**src/rtl/uart_receiver.sv**
```systemverilog
// uart_receiver: 2-flop synced UART RX (5-8 data bits, optional even parity, 1/2 stops); define UART_RX_MAJORITY_EN for 2-of-3 bit voting
module uart_receiver #(
  parameter int DATA_WIDTH = 8,
  parameter int CLK_FREQ   = 100_000_000,
  parameter int BAUD_RATE  = 9600
) (
  input  logic                  clk,
  input  logic                  rst,
  input  logic                  rx,
  input  logic                  parity_en,
  input  logic                  two_stop_bits,
  input  logic [1:0]            word_length,
  output logic [DATA_WIDTH-1:0] data_out,
  output logic                  data_valid,
  output logic                  parity_err,
  output logic                  frame_err,
  output logic                  rx_busy
);
  localparam int BIT_CYC  = CLK_FREQ / BAUD_RATE;
  localparam int HALF_CYC = BIT_CYC / 2;
  localparam int TW       = $clog2(BIT_CYC + 1);
  localparam int IW       = $clog2(DATA_WIDTH);
  localparam logic [TW-1:0] BIT_END  = TW'(BIT_CYC - 1);
  localparam logic [TW-1:0] HALF_END = TW'(HALF_CYC - 1);
  typedef enum logic [2:0] {IDLE, START, DATA, PARITY, STOP1, STOP2} state_t;
  state_t state, state_nx;
  logic rx_m, rx_s, bit_s, armed, par_q, two_q, perr, ferr, tick, last, start, done;
  logic [1:0] wl_q;
  logic [TW-1:0] timer;
  logic [IW-1:0] bit_idx;
  logic [DATA_WIDTH-1:0] shreg;
  always_ff @(posedge clk) begin
    if (rst) {rx_m, rx_s} <= 2'b11;
    else {rx_m, rx_s} <= {rx, rx_m};
  end
`ifdef UART_RX_MAJORITY_EN
  logic rx_p;
  always_ff @(posedge clk) rx_p <= rst ? 1'b1 : rx_s;
  // rx_m is next cycle's rx_s, so the late vote needs no extra decision latency
  assign bit_s = (rx_p & rx_s) | (rx_p & rx_m) | (rx_s & rx_m);
`else
  assign bit_s = rx_s;
`endif
  always_ff @(posedge clk) state <= rst ? IDLE : state_nx;
  always_comb begin
    state_nx = state;
    case (state)
      IDLE:    state_nx = start ? START : IDLE;
      START:   if (tick) state_nx = rx_s ? IDLE : DATA;
      DATA:    if (tick && last) state_nx = par_q ? PARITY : STOP1;
      PARITY:  if (tick) state_nx = STOP1;
      STOP1:   if (tick) state_nx = two_q ? STOP2 : IDLE;
      STOP2:   if (tick) state_nx = IDLE;
      default: state_nx = IDLE;
    endcase
  end
  always_comb begin
    rx_busy = state != IDLE;
    tick    = timer == ((state == START) ? HALF_END : BIT_END);
    last    = bit_idx == IW'(3'd4 + {1'b0, wl_q});
    start   = state == IDLE && armed && !rx_s;
    done    = tick && (state == STOP2 || (state == STOP1 && !two_q));
  end
  // armed blocks a held-low line (break) from re-triggering until it is seen idle
  always_ff @(posedge clk) begin
    if (rst) begin
      timer      <= '0;
      bit_idx    <= '0;
      shreg      <= '0;
      data_out   <= '0;
      data_valid <= 1'b0;
      parity_err <= 1'b0;
      frame_err  <= 1'b0;
      perr       <= 1'b0;
      ferr       <= 1'b0;
      par_q      <= 1'b0;
      two_q      <= 1'b0;
      wl_q       <= 2'b0;
      armed      <= 1'b1;
    end else begin
      timer      <= (state == IDLE || tick) ? '0 : timer + 1'b1;
      data_valid <= done;
      armed      <= done ? 1'b0 : (state == IDLE && rx_s) ? 1'b1 : armed;
      if (start) begin
        {par_q, two_q, wl_q} <= {parity_en, two_stop_bits, word_length};
        shreg   <= '0;
        bit_idx <= '0;
        perr    <= 1'b0;
        ferr    <= 1'b0;
      end
      if (tick && state == DATA) begin
        shreg[bit_idx] <= bit_s;
        bit_idx        <= bit_idx + 1'b1;
      end
      if (tick && state == PARITY) perr <= bit_s ^ (^shreg);
      if (tick && state == STOP1) ferr <= !bit_s;
      if (done) begin
        data_out   <= shreg;
        parity_err <= perr;
        frame_err  <= ferr | !bit_s;
      end
    end
  end
endmodule

```
**config.mk**
```make
export PLATFORM = sky130hd
export DESIGN_NAME = uart_receiver
export DESIGN_NICKNAME = d
export VERILOG_FILES = /design/src/rtl/uart_receiver.sv
export SDC_FILE = /design/constraint.sdc
export NUM_CORES = 1
export LEC_CHECK = 0
export CAP_MARGIN = 20
export CORE_ASPECT_RATIO = 1.4
export CORE_MARGIN = 2
export CORE_UTILIZATION = 61
export DETAILED_ROUTE_END_ITERATION = 8
export HOLD_SLACK_MARGIN = 0.05
export PLACE_DENSITY = 0.83
export SETUP_SLACK_MARGIN = 0.2
export SKIP_LAST_GASP = 1
export SLEW_MARGIN = 5
export SYNTH_ARGS = -nofsm -noshare
export SYNTH_HDL_FRONTEND = slang
export SYNTH_SLANG_ARGS = --single-unit
```
**constraint.sdc**
```tcl
create_clock -name clk -period 3.1 [get_ports clk]
set_input_delay 0.62 -clock clk [delete_from_list [all_inputs] [get_ports clk]]
set_output_delay 0.62 -clock clk [all_outputs]
set_load 0.02 [all_outputs]
```
# ---- Word-level counts from Yosys, hierarchy flattened
# Cells that the tools add are included.
dict set report totals {
  output_inout_bits 12
  wordCells 82
  ff_bits 48
  inputBits 7
}
dict set report op_classes {
  eq_ne 12
  reduce_logical 23
  bitwise_logic 2
  addsub 3
  magnitude_cmp 2
  n_mux 24
}
# op n
set op_table {}
lappend op_table {{$mux 3} 9}
lappend op_table {{$mux 8} 3}
lappend op_table {{$pmux 3 s6} 1}
lappend op_table {{$add 14x1->14 const B} 1}
lappend op_table {{$eq 14x14->1} 1}
lappend op_table {{$mux 14} 1}
lappend op_table {{$logic_and 1x1->1} 10}
lappend op_table {{$ne 2x2->1 const B} 5}
lappend op_table {{$bwmux 8} 1}
lappend op_table {{$reduce_bool 2->1} 4}
lappend op_table {{$reduce_xor 8->1} 1}
lappend op_table {{$mux 1} 7}
lappend op_table {{$eq 3x2->1 const B} 2}
lappend op_table {{$eq 3x3->1 const B} 2}
lappend op_table {{$reduce_and 5->1} 1}
lappend op_table {{$lt 3x4->1 const B} 1}
lappend op_table {{$add 3x1->3 const B} 1}
lappend op_table {{$add 3x2->3 const A} 1}
lappend op_table {{$demux 1 s3} 1}
lappend op_table {{$eq 3x1->1 const B} 1}
lappend op_table {{$eq 3x3->1} 1}
lappend op_table {{$ge 3x1->1 const B} 1}
lappend op_table {{$logic_not 3->1} 1}
lappend op_table {{$reduce_bool 3->1} 1}
lappend op_table {{6 further kinds} 8}

# ---- Logic depth before layout (Yosys ltp)
# Gate-level depths: netlist of run 1.
dict set report depth {
  depth_word 7
  mapped_depth 8
}

# ---- Worst setup path after synthesis of run 1
# No wires, ideal clock.
dict set report synth_timing {
  path_type {reg2reg}
  start {register state[2]}
  end {register data_out[0]}
  setup_slack_ns 1.236
  arrival_ns 1.736
  setup_ns 0.128
  synth_period_minus_slack_ns 1.864
  stages_incl_launch_ff 8
  required_time_ns 2.972
  n_path_buf 2
  cell_sequence {dfxtp_1 buf_6 nor3b_1 or4_4 a211oi_2 buf_6 mux2i_1 nor2_1}
}
dict set report synth_via {
  elab_chain_len 4
  elab_cells_between_ends 8
  classes_between {eq/ne: 4; mux: 1; reduce/logical: 3}
}
# item line_no
set synth_lines {}
lappend synth_lines {{from (decl)} 26} ;# state_t state, state_nx;
lappend synth_lines {{from (signal assigned)} 44} ;# always_ff @(posedge clk) state <= rst ? IDLE : state_nx;
lappend synth_lines {{$eq 3x1->1 or $eq 3x3->1 (tied branches)} {59, 62}}
lappend synth_lines {{$mux 14 or $logic_and 1x1->1 (tied branches)} {59, 62}}
lappend synth_lines {{$eq 14x14->1 or $logic_or 1x1->1 (tied branches)} {59, 62}}
lappend synth_lines {{$logic_and 1x1->1 (*)} 62} ;# done = tick && (state == STOP2 || (state == STOP1 && !two_q));
lappend synth_lines {{to (signal assigned)} 98} ;# data_out <= shreg;
lappend synth_lines {{to (decl)} 13} ;# output logic [DATA_WIDTH-1:0] data_out,
# Mark *: on every way between the ends. The rest lies on a longest branch, timed or not.
# A chain may end at the register's enable or synchronous reset.

# ---- Final worst setup path of run 1
dict set report layout_timing {
  start {register state[1]}
  end {output rx_busy}
}
dict set report layout_via {
  elab_chain_len 1
}
# item line_no
set layout_lines {}
lappend layout_lines {{$reduce_bool 3->1} 58} ;# rx_busy = state != IDLE;
lappend layout_lines {{to (decl)} 17} ;# output logic rx_busy
# Every way passes these cells.

==> results of run 1 <==
==> per-layer routing <==
layer | vias up | routed length [um]
met3 | 10 | 131
li1 | 849 | -
met2 | 39 | 2110
met5 | - | 0
met1 | 819 | 1800
met4 | 0 | 85
==> cells in the final DEF (no fill, tap or decap), types with 3 or more instances in the layout <==
| cell type | n |
|---|---|
| nor2_1 | 34 |
| and3_1 | 3 |
| a31oi_1 | 3 |
| clkdlybuf4s50_1 | 18 |
| nand2_1 | 19 |
| nor2b_1 | 4 |
| nand3b_1 | 6 |
| mux2i_1 | 21 |
| a21oi_1 | 3 |
| dfxtp_1 | 48 |
| buf_4 | 3 |
| clkbuf_8 | 6 |
| nand4b_1 | 4 |
| inv_1 | 4 |
| nand4_1 | 4 |
| xor2_1 | 6 |
| xnor2_1 | 17 |
| nand3_1 | 5 |
| nand2b_1 | 3 |
| nor3_1 | 5 |
==> power by group <==
part | switching, uW | internal [uW]
sequential | 5.76 | 620
combinational | 23.6 | 20.1
clock | 194 | 182
==> sequential cells by signal, summed over array words and instances (netlist names), 2 cells and up <==
signal / count
timer: 14
data_out: 8
shreg: 8
bit_idx: 3
state: 3
wl_q: 2
==> cells in the mapped netlist, drive strengths merged (2+ instances only) <==
master,instances,area (um2)
a21oi,3,15.0
nand3,5,25.0
and4bb,2,25.0
nor2b,4,25.0
nand2,19,71.3
nor3,6,35.0
or2,2,12.5
buf,10,67.6
a211oi,4,47.5
and3,3,18.8
nor2,34,128
a31oi,3,18.8
xnor2,17,149
and2,2,12.5
inv,4,15.0
nand4,4,25.0
and4,2,17.5
nand2b,3,18.8
nand3b,6,45.0
o41ai,2,25.0
clkbuf,5,18.8
mux2i,21,210
nor3b,2,15.0
o211ai,2,15.0
o22ai,2,12.5
nand4b,4,35.0
dfxtp,48,961
o21ai,2,10.0
xor2,6,52.6
ha,2,25.0
==> logic make-up after synthesis <==
logic type,Yosys count,share of synthesized area [%]
adder cells (fa/ha/maj),2,1.11
AND/OR/NAND/NOR,103,24.7
XOR/XNOR,23,8.96
multiplexers,21,9.35
AO/OA/AOI/OAI,24,8.57
buffers and inverters,19,4.51
flip-flops,48,42.8
==> cell type report <==
type                    count  area, um2
multi-input cells         173       1180
fillers                   290       1070
flip-flops and latches     48        961
repair buffers             21        203
clock buffers               8       90.1
well taps                  42       52.6
inverters                   4       15.0
==> per-stage QoR <==
step                      cell area [um2]  setup slack, ps
after floorplan                      2250             1240
after global routing                 2510              618
after detailed placement             2420              862
final                                2510              740
after CTS                            2510              745
after global placement               2420              960
==> worst min path at each step <==
| stage | to | depth (start not counted) | slack [ps] |
|---|---|---|---|
| after detailed placement | bit_s | 1 | 400 |
| after global routing | bit_s | 1 | 450 |
| final | bit_s | 1 | 420 |
| after floorplan | bit_s | 1 | 390 |
| after global placement | bit_s | 1 | 390 |
| after CTS | bit_s | 1 | 420 |
==> run metrics, run 1 <==
reg-to-reg startpoint state[1]; core area 0.00358 mm2; Setup Buffers After CTS 0; Synth cell types 47; met1 track demand over resource 24.3%; dpl hpwl between 3 and 4 mm; CTS tree built; CTS H-Tree Depth 2; Slew @ Worst Pin around 530 ps; max_cap viols 0; ant diodes 0; number of synthesized register bits 48; Slew Limit Headroom 64.8%; Avg WL per Cell around 14 um; Setup violations, final 0; largest net degree at the start of global routing 20; RSZ-0062 raised after global routing false; Die Area 0.00419 mm2; reg2reg end shreg[2]; Worst path top cell family by delay buffers and inverters; die width approximately 55 um; final non-filler cell total 296; DRT Wirelength about 4.1 mm; Post-Syn Area per Cell 9.36 um2; reg2reg setup slack 820 ps; GRT busiest layer met2; DR pass1 iterations 4; initial antenna violation count 0; skew final 4.92 ps; I/O Pins 19; setup TNS 0 ps; PD cells 417 mW/mm2; Final Util 70.0%; I/O Buffers 18; worst setup path category flip-flop to output port; timing-limited maximum frequency about 420 MHz; number of synthesized flops with an enable pin 0; synthesized cell area 0.00225 mm2; first-pass GRT wire length 6.96 mm; Hold Startpoint rx_m; worst hold-check path type flip-flop to flip-flop; grt total ovfl 0; status finished, final reports clean; vias in the first global route 1,601; top_reg_cell synth dfxtp_1; Worst-Skew Late Latency 290 ps; ANT nets after route 0; M2 GR Usage roughly 38%; period utilization 76.1%; GR Layer Usage met3 about 4.1%; Worst Setup EP rx_busy; Total Power about 1000 uW; P_leak 0.000891 uW; # resized after CTS 0; worst path arrival time 1740 ps; Placed Cells approximately 290; minimum clock period 2360 ps; Slowest cell on crit path clkdlybuf4s50_1; Area Overhead vs Synth 11.5%; Fin. Hold Viols 0; Starting Density 62.8%; Clk pin slew, worst setup/hold paths about 80 ps; Peak VDD IR 0.404 mV; Max FO, Critical Path 11; Iteration-0 DRC Markers 67; sequential-to-total area share from yosys stat 42.8%; Synth Instances 240; CTS Buffer Depth 2; ys async rst share 0%; # DRC 0; crit end category output port; total track usage 20.8%; FF-to-FF path depth 5; vias per cell 5.80; crit path cell chain nor3_2, inv_1, clkdlybuf4s50_1; syn nets 249; Critical Path Stages 3; DIE HEIGHT 75.8 um; row cnt 26; routed vias between 1,500 and 2,000; Placer Congestion 0.899; worst path bufs/invs 2; Final nets between 200 and 300; TritonCTS buffer count 5; Max stage delay on crit path 540 ps; cts hold-fix bufs 0; Hold Worst Slack 416 ps; YS warnings 0; root buf cell clkbuf_8; Slew Viols, Final 0; clock sinks between 40 and 50; worst endpoint required time 2480 ps; layout cells sized above 1 under 10%; startpoint types flip-flop; Crit. Startpoint state[1]
No activity file was read; power rests on OpenSTA's default activity.
==> run 2: changes to the inputs <==
--- a/config.mk
+++ b/config.mk
@@ -8,10 +8,10 @@
 export CAP_MARGIN = 20
 export CORE_ASPECT_RATIO = 1.4
 export CORE_MARGIN = 2
-export CORE_UTILIZATION = 61
+export CORE_UTILIZATION = 51
 export DETAILED_ROUTE_END_ITERATION = 8
 export HOLD_SLACK_MARGIN = 0.05
-export PLACE_DENSITY = 0.83
+export PLACE_DENSITY = 0.74
 export SETUP_SLACK_MARGIN = 0.2
 export SKIP_LAST_GASP = 1
 export SLEW_MARGIN = 5
==> constraint.sdc (replaced) <==
create_clock -name clk -period 2 [get_ports clk]
set_input_delay 0.4 -clock clk [delete_from_list [all_inputs] [get_ports clk]]
set_output_delay 0.4 -clock clk [all_outputs]
set_load 0.02 [all_outputs]
==> run 2 against run 1 <==
  * Largest cell class unchanged
  * Critical path type is now flip-flop to flip-flop
  * Clock skew up 3.1 ps
  * Design area up 12%
  * Setup slack worse by 640 ps
  * Clock power up 83%
  * Non-clock buffer count up 21
  * Via count up 1.6%
  * Count of clock-buffer cells in the layout down 3
  * Flip-flop and latch count unchanged
==> run metrics, run 2 (synthesis results as in run 1) <==
final non-filler cell total 335; reg2reg setup slack 100 ps; first-pass GRT wire length 7.58 mm; cts hold-fix bufs 0; Hold Crit Endpoint bit_s; sequential share of power 55.5%; Die Area 0.00496 mm2; I/O Pins 19; Hold Startpoint rx_m; DR pass1 iterations 4; vias in the first global route 1,744; Area Overhead vs Synth 25.3%; Fin. Hold Viols 0; core area 0.00424 mm2; RSZ-0062 raised after global routing true; worst path arrival time 2140 ps; CTS H-Tree Depth 2; DIE HEIGHT 82.5 um; Slew Limit Headroom between 60 and 70%; CTS Buffer Depth 2; DP Area between 0.002 and 0.003 mm2; ANT nets after route 0; startpoint types flip-flop; TritonCTS buffer count 5; worst hold-check path type flip-flop to flip-flop; max_cap viols 0; Setup violations, final 0; root buf cell clkbuf_8; I/O Buffers 18; Starting Density 53.0%; pre-CTS setup slack slightly above 50 ps; Net Sw Power 367 uW; # DRC 0; setup TNS 0 ps; initial antenna violation count 0; Final Util approximately two thirds; Final Cell Area about 0.0028 mm2; vias per cell 5.21; ant diodes 0; FF-to-FF path depth 6; status finished, final reports clean; routed vias approximately 1,700; Avg WL per Cell 13.4 um; Max FO, Critical Path 5; PD cells 617 mW/mm2; crit end category flip-flop; Placed Cells 321; final worst slack 95.3 ps; CTS tree built; Slew @ Worst Pin 506 ps; Worst-Skew Late Latency 300 ps; clock sinks 48; minimum clock period around 1900 ps; Iteration-0 DRC Markers 88; Slew Viols, Final 0; reg2reg end shreg[2]; total track usage 20.1%; worst setup path category flip-flop to flip-flop; DRT Wirelength 4.48 mm; internal power 1370 uW; Peak VDD IR roughly 0.54 mV; reg-to-reg startpoint state[0]; P_leak 0.00104 uW; sw frac 21.1%; dpl hpwl 3.09 mm; Clk pwr share around two fifths; Crit. Startpoint state[0]; period utilization a little over nine tenths; max reg flops 14; most frequent cells in the layout 40 x dfxtp_1, 34 x nor2_1, 21 x mux2i_1, 19 x nand2_1, 19 x buf_4; most common cell after layout, fill and taps aside dfxtp_1; timing-limited maximum frequency approximately 530 MHz; Hold Crit Depth 1; Clk pin slew, worst setup/hold paths roughly 90 ps; die width between 60 and 70 um; Largest Register timer; Gate power share ~5%; Top Registers timer: 14 flops, data_out: 8 flops, shreg: 8 flops; grt total ovfl 0; Final nets between 200 and 300; largest net degree at the start of global routing 28; skew final 8.06 ps; Placer Congestion 0.849; row cnt 28; layout cells sized above 1 20.7%; worst endpoint required time 2230 ps
run 2: changes by cell type in the layout (fill, tap and decap cells not counted), sizes merged:
| cell | delta |
|---|---|
| bufinv | +1 |
| clkinvlp | +1 |
| clkinv | +1 |
| clkbuf | -2 |
| clkdlybuf4s50 | -1 |
| buf | +21 |
run 2: metrics by stage:
stage | hold slack, ps | power [uW]
3_3_place_gp | 394 | 1070
4_1_cts | 420 | 1750
2_1_floorplan | 389 | 1030
3_5_place_dp | 397 | 1070
6_report | 416 | 1740
5_1_grt | 441 | 1800
run 2: metal layers:
| metal | up-vias | GRT usage, % | wire length, um | part of all wire [%] |
|---|---|---|---|---|
| li1 | 900 | - | - | - |
| met1 | 811 | 22.5 | 1930 | 43 |
| met2 | 26 | 35.4 | 2340 | 52 |
| met3 | 8 | 4.67 | 127 | 2.8 |
| met4 | 0 | 9.11 | 83 | 1.9 |
| met5 | - | 0 | 0 | 0 |
run 2: worst max-delay path by stage:
stage,cells after the start,slack (ps),to
2_1_floorplan,7,170,data_out[0]
5_1_grt,7,20,frame_err
3_5_place_dp,5,50,shreg[2]
6_report,6,100,shreg[2]
3_3_place_gp,5,60,shreg[2]
4_1_cts,6,90,shreg[2]
run 2: layout make-up:
class	instances	area, um2
clock buffers	5	68.8
clock inverters	3	42.5
fillers	315	1420
inverters	4	15.0
multi-input cells	173	1250
flip-flops and latches	48	973
well taps	60	75.1
repair buffers	42	392
run 2: timing repair:
action | CTS | global route
setup endpoints to repair | 40 | 42
pin swaps | 2 | 6
buffers inserted | 2 | 3
gates resized for setup | 5 | 19
cloned | 0 | 1
run 2: power by group through the flow:
stage / clock network, uW / logic (uW) / registers, uW
2_1_floorplan: 0 / 46.3 / 988
3_3_place_gp: 0 / 80.1 / 988
3_5_place_dp: 0 / 81.2 / 988
4_1_cts: 703 / 82.3 / 966
5_1_grt: 742 / 93.2 / 966
6_report: 688 / 84.7 / 965
run 2: worst max-delay path, cell delays in order (launching register included):
cell and delay (ps):
dfxtp_2 330, nor3b_4 150, or4_4 540, a211oi_4 280, buf_6 150, and4bb_1 210
mux2i_1 180
